File: config.mk
export PLATFORM = sky130hd
export DESIGN_NAME = fighter_anim_ctrl
export DESIGN_NICKNAME = d
export VERILOG_FILES = /design/src/rtl/fighter_anim_ctrl.sv
export SDC_FILE = /design/constraint.sdc
export NUM_CORES = 1
export LEC_CHECK = 0
export CORE_MARGIN = 2
export CORE_UTILIZATION = 45
export CTS_CLUSTER_DIAMETER = 50
export DETAILED_ROUTE_END_ITERATION = 6
export GPL_ROUTABILITY_DRIVEN = 0
export GPL_TIMING_DRIVEN = 0
export PLACE_DENSITY_LB_ADDON = 0.05
export SLEW_MARGIN = 10
export SYNTH_ARGS = -nofsm -noshare
export SYNTH_HDL_FRONTEND = slang
export SYNTH_SLANG_ARGS = --single-unit
File: constraint.sdc
create_clock -name clk -period 4.7 [get_ports clk]
set_input_delay 0.94 -clock clk [delete_from_list [all_inputs] [get_ports clk]]
set_output_delay 0.94 -clock clk [all_outputs]
set_load 0.03 [all_outputs]
File: src/rtl/fighter_anim_ctrl.sv
// fighter_anim_ctrl
//   Per-fighter animation sequencer. Converts player requests and hit events
//   into the (anim_state, anim_frame) pair used by the sprite mapper. It also:
//     - paces frames on the video frame_tick
//     - locks out requests while jump, attack or hit is playing
//     - gives a hit priority over everything else
//     - flags the attack hitbox window for the collision logic
//
// Ports
//   clk         in   system clock
//   rst_n       in   async active-low reset
//   frame_tick  in   1-cycle pulse per video frame
//   move_req    in   walk held (level)
//   jump_req    in   jump request (level)
//   atk1_req    in   attack 1 request (level)
//   atk2_req    in   attack 2 request (level)
//   hit_in      in   1-cycle pulse, fighter was struck (any cycle)
//   anim_state  out  0 idle, 1 walk, 2 jump, 3 atk1, 4 atk2, 5 hit
//   anim_frame  out  frame index within the current state
//   busy        out  state is jump/atk1/atk2/hit (non-cancellable)
//   atk_active  out  attack state with ACT_LO <= anim_frame <= ACT_HI
//   anim_done   out  1-cycle pulse when jump/atk/hit completes
module fighter_anim_ctrl #(
    parameter int unsigned TICKS_PER_FRAME = 4,
    parameter int unsigned WALK_FRAMES     = 4,
    parameter int unsigned JUMP_FRAMES     = 16,
    parameter int unsigned ATK1_FRAMES     = 6,
    parameter int unsigned ATK2_FRAMES     = 8,
    parameter int unsigned HIT_FRAMES      = 12,
    parameter int unsigned ACT_LO          = 2,
    parameter int unsigned ACT_HI          = 3
) (
    input  logic       clk,
    input  logic       rst_n,
    input  logic       frame_tick,
    input  logic       move_req,
    input  logic       jump_req,
    input  logic       atk1_req,
    input  logic       atk2_req,
    input  logic       hit_in,
    output logic [3:0] anim_state,
    output logic [5:0] anim_frame,
    output logic       busy,
    output logic       atk_active,
    output logic       anim_done
);

    localparam int unsigned TW = (TICKS_PER_FRAME > 1) ? $clog2(TICKS_PER_FRAME) : 1;

    typedef enum logic [3:0] {
        S_IDLE = 4'd0,
        S_WALK = 4'd1,
        S_JUMP = 4'd2,
        S_ATK1 = 4'd3,
        S_ATK2 = 4'd4,
        S_HIT  = 4'd5
    } state_t;

    state_t          state, state_nx, req_state;
    logic [5:0]      frame, frame_nx, last_frame;
    logic [TW-1:0]   tick_cnt, tick_nx;
    logic            hit_pend, pend_nx;
    logic            done_nx, busy_nx, act_nx;
    logic            wrap;

    // Last frame index of the current busy state.
    always_comb begin
        last_frame = '0;
        case (state)
            S_JUMP:  last_frame = 6'(JUMP_FRAMES - 1);
            S_ATK1:  last_frame = 6'(ATK1_FRAMES - 1);
            S_ATK2:  last_frame = 6'(ATK2_FRAMES - 1);
            S_HIT:   last_frame = 6'(HIT_FRAMES - 1);
            default: last_frame = '0;
        endcase
    end

    // Request arbitration used only from IDLE/WALK.
    always_comb begin
        if (atk1_req)      req_state = S_ATK1;
        else if (atk2_req) req_state = S_ATK2;
        else if (jump_req) req_state = S_JUMP;
        else if (move_req) req_state = S_WALK;
        else               req_state = S_IDLE;
    end

    assign wrap = (tick_cnt == TW'(TICKS_PER_FRAME - 1));

    always_comb begin
        state_nx = state;
        frame_nx = frame;
        tick_nx  = tick_cnt;
        pend_nx  = hit_pend | hit_in;
        done_nx  = 1'b0;

        if (frame_tick) begin
            // Any pending or coincident hit is consumed on this tick.
            pend_nx = 1'b0;
            if (hit_pend || hit_in) begin
                state_nx = S_HIT;
                frame_nx = '0;
                tick_nx  = '0;
            end else if (state == S_IDLE || state == S_WALK) begin
                if (req_state != state) begin
                    state_nx = req_state;
                    frame_nx = '0;
                    tick_nx  = '0;
                end else if (state == S_WALK) begin
                    if (wrap) begin
                        tick_nx  = '0;
                        frame_nx = (frame == 6'(WALK_FRAMES - 1)) ? '0 : frame + 6'd1;
                    end else begin
                        tick_nx = tick_cnt + TW'(1);
                    end
                end
            end else begin
                if (wrap) begin
                    tick_nx = '0;
                    if (frame == last_frame) begin
                        // Exit: requests other than move are not looked at here.
                        state_nx = move_req ? S_WALK : S_IDLE;
                        frame_nx = '0;
                        done_nx  = 1'b1;
                    end else begin
                        frame_nx = frame + 6'd1;
                    end
                end else begin
                    tick_nx = tick_cnt + TW'(1);
                end
            end
        end

        busy_nx = (state_nx == S_JUMP) || (state_nx == S_ATK1) ||
                  (state_nx == S_ATK2) || (state_nx == S_HIT);
        act_nx  = ((state_nx == S_ATK1) || (state_nx == S_ATK2)) &&
                  (frame_nx >= 6'(ACT_LO)) && (frame_nx <= 6'(ACT_HI));
    end

    always_ff @(posedge clk or negedge rst_n) begin
        if (!rst_n) begin
            state      <= S_IDLE;
            frame      <= '0;
            tick_cnt   <= '0;
            hit_pend   <= 1'b0;
            anim_done  <= 1'b0;
            busy       <= 1'b0;
            atk_active <= 1'b0;
        end else begin
            state      <= state_nx;
            frame      <= frame_nx;
            tick_cnt   <= tick_nx;
            hit_pend   <= pend_nx;
            anim_done  <= done_nx;
            busy       <= busy_nx;
            atk_active <= act_nx;
        end
    end

    assign anim_state = state;
    assign anim_frame = frame;

endmodule

==> results.py <==
metrics = {
    "finish": {
        "multi_input_area_sq_um": 873,
        "fin_area_sq_um": 1620,
        "area.growth.synth_to_final_pct": 19.2,
        "diodes": 0,
        "final-seq-area_sq_um": 400,
        "stdcell_count": 214,
        "drive_gt1_share_pct": 14.2,
        "fillCellCount": 265,
        "nets": 195,
    },
    "grt": {
        "antenna_found_initial": 0,
        "grt_max_degree": 17,
        "grt_pass1_vias": 1277,
        "grt_pass1_wl_mm": 6.07,
        "grt.overflow.total": 0,
        "grt_usage_pct": 23.0,
    },
    "floorplan": {
        "die_w_um": 59.0,
        "start_util_pct": 48.6,
        "io_pins": 21,
        "num_rows": 19,
        "fp.dieH_um": 59.0,
        "die-area_sq_um": 3480,
        "core-area_sq_um": 2810,
    },
    "sta": {
        "rsz0062_at_grt": "no",
        "setup_viol": 0,
        "final_hold_viol_count": 0,
        "maxSlewHeadroom_pct": 56.1,
        "min_period_over_period_pct": 70.3,
        "max_freq_mhz": 303,
        "slew_viol_final": 0,
        "hold_slack_ns": 0.497,
        "post-route-min-period_ns": 3.30,
        "setup_tns_ns": 0,
        "skew_ns": 0.00131,
        "tightest_slew_ns": 0.657,
    },
    "min_path": {
        "hp-class": "reg -> reg",
    },
    "clock_tree": {
        "cts_root_buf": "clkbuf_4",
        "clock_latency_ns": 0.27,
        "post_cts.repair.setup_buffers": 0,
        "clockBufferDepth": 2,
        "cts_tree": "built",
        "cts_buffers": 3,
        "ctsResizeCount": 0,
        "clk_pin_slew_ns": 0.08,
        "cts_hold_buf": 0,
        "cts_sinks": 16,
        "cts_max_level": 1,
    },
    "placement": {
        "placed_area_sq_um": 1600,
        "dp_hpwl_mm": 2.90,
        "port_buffers": 20,
        "dp_cells": 211,
    },
    "routing": {
        "viasPerCell": 6.45,
        "first_pass_iters": 4,
        "antenna_left": 0,
        "drt_iter0_drc": 85,
        "dr_total_vias": 1381,
        "drc": 0,
        "wl_mm": 3.76,
        "wire_per_inst_um": 17.5,
    },
    "power": {
        "clkPwrFrac_pct": 24.1,
        "p_int_uw": 197,
        "power_frac_seq_pct": 55.3,
        "p_comb_share_pct": 20.5,
        "p_per_area_nw_per_um2": 169,
        "peakVddDrop_uv": 183,
        "p_switching_uw": 77.3,
        "power_leakage_uw": 0.000615,
        "switching_share_pct": 28.2,
    },
    "setup_path": {
        "required_ns": 4.89,
        "cp_data_arrival_time_ns": 3.50,
        "endpoint_kind": "register",
        "cp_max_fo": 6,
        "critPathKind": "in -> reg",
        "critPathLaunchType": "input pin",
    },
    "synth": {
        "syn-num-nets": 170,
        "avgSynthCellArea_sq_um": 8.52,
        "syn_area_sq_um": 1360,
        "ys_types": 63,
        "synthArstFlopShare_pct": 100,
        "ys_ff_latch": 16,
        "synth_edf_count": 0,
        "synthCells": 160,
        "yosysWarnings": 0,
        "yosysSeqAreaShare_pct": 29.4,
        "ys.flop_type": "dfrtp_1",
    },
    "status": {
        "status": "completed",
    },
    "flow_run": {
        "cap_viol_max_count": 0,
    },
}
area by class of cell:
cell class	instances	area share, %
flip-flops and latches	16	24.7
well taps	31	2.39
plain buffers	11	3.85
multi-input cells	126	53.8
inverters	7	1.62
clock buffers	3	1.39
repair buffers	20	12.3
logic make-up (layout without fill, tap and decap cells):
group	after synthesis	after routing	share of synthesized area (%)
AO/OA/AOI/OAI	50	50	30.6
XOR/XNOR	4	4	2.57
adder cells (fa/ha/maj)	2	2	1.84
buffers and inverters	18	41	6.52
flip-flops	16	16	29.4
AND/OR/NAND/NOR	70	70	29.1
routing by layer:
layer | up-vias | GRT usage, % | share of wire (%)
met5 | - | 0 | 0
met4 | 0 | 8.77 | 1.5
met3 | 6 | 0.873 | 3.7
met2 | 43 | 35.6 | 47
met1 | 666 | 34.3 | 47
li1 | 666 | - | -
state kept, by name, summed over array words and instances (netlist names):
signal      count
anim_frame      6
anim_state      4
tick_cnt        2
anim_done       1
atk_active      1
busy            1
hit_pend        1
Yosys cell counts, types with 2 or more instances:
cell | number | share of area, %
a211oi_2 | 2 | 1.8
a21oi_1 | 4 | 1.5
a311oi_1 | 2 | 1.3
a31o_2 | 2 | 1.3
a32oi_1 | 2 | 1.3
a41oi_1 | 2 | 1.3
and2_1 | 4 | 1.8
and3_1 | 3 | 1.4
buf_2 | 5 | 1.8
buf_6 | 2 | 1.7
clkbuf_1 | 4 | 1.1
dfrtp_1 | 16 | 29
ha_1 | 2 | 1.8
inv_1 | 6 | 1.7
nand2_1 | 11 | 3.0
nand2b_1 | 3 | 1.4
nand3_1 | 9 | 3.3
nand4_1 | 2 | 0.92
nor2_1 | 11 | 3.0
nor2b_1 | 5 | 2.3
nor3_1 | 4 | 1.5
nor4_1 | 2 | 0.92
o211ai_1 | 5 | 2.8
o21a_1 | 2 | 1.1
o21ai_0 | 6 | 2.2
o31ai_1 | 2 | 1.1
or3_1 | 3 | 1.4
or3_2 | 2 | 1.1
xnor2_1 | 2 | 1.3
xor2_1 | 2 | 1.3
worst max-delay path, cell delays in order:
cell and delay (ns):
clkdlybuf4s50_1 0.46, or3b_1 0.44, a211oi_2 0.25, a311oi_2 0.13, a211o_1 0.34, a311o_1 0.26, or4b_1 0.49, a211oi_2 0.17
path summary, 6_finish.rpt:
kind | slack, ns | to | cells past startpoint | from
min in group asynchronous | 1.06 | busy | 1 | rst_n
setup / recovery | 1.40 | atk_active | 8 | jump_req
max in group asynchronous | 3.22 | anim_frame[3] | 1 | rst_n
hold / removal | 0.50 | tick_cnt[1] | 2 | tick_cnt[1]
setup reg to reg | 1.77 | atk_active | 9 | tick_cnt[0]
hold reg to reg | 0.50 | tick_cnt[1] | 2 | tick_cnt[1]
power groups by stage:
stage | Clock [uW] | Combinational [uW] | Sequential (uW)
final | 66.2 | 56.3 | 152
after global routing | 77.4 | 61.9 | 152
after CTS | 70.0 | 56.4 | 151
after detailed placement | 0 | 56.2 | 154
after global placement | 0 | 55.0 | 154
after floorplan | 0 | 26.6 | 158
layout by cell type, fill, tap and decap left out, drive strengths merged, types with 6 or more instances in the layout:
cell,count
clkdlybuf4s50,20
dfrtp,16
nor2,11
nand2,11
nand3,9
inv,7
o21ai,7
buf,7
clkbuf,7
or3,6
per-stage QoR:
| stage | worst slack [ns] | total power, uW | utilization (%) |
|---|---|---|---|
| after CTS | 1.40 | 278 | 57.9 |
| after global placement | 1.12 | 209 | 57.1 |
| after global routing | 1.28 | 292 | 57.9 |
| after detailed placement | 1.13 | 210 | 57.1 |
| after floorplan | 1.80 | 185 | - |
| final | 1.40 | 274 | 57.9 |
No activity file was read; power rests on OpenSTA's default activity.
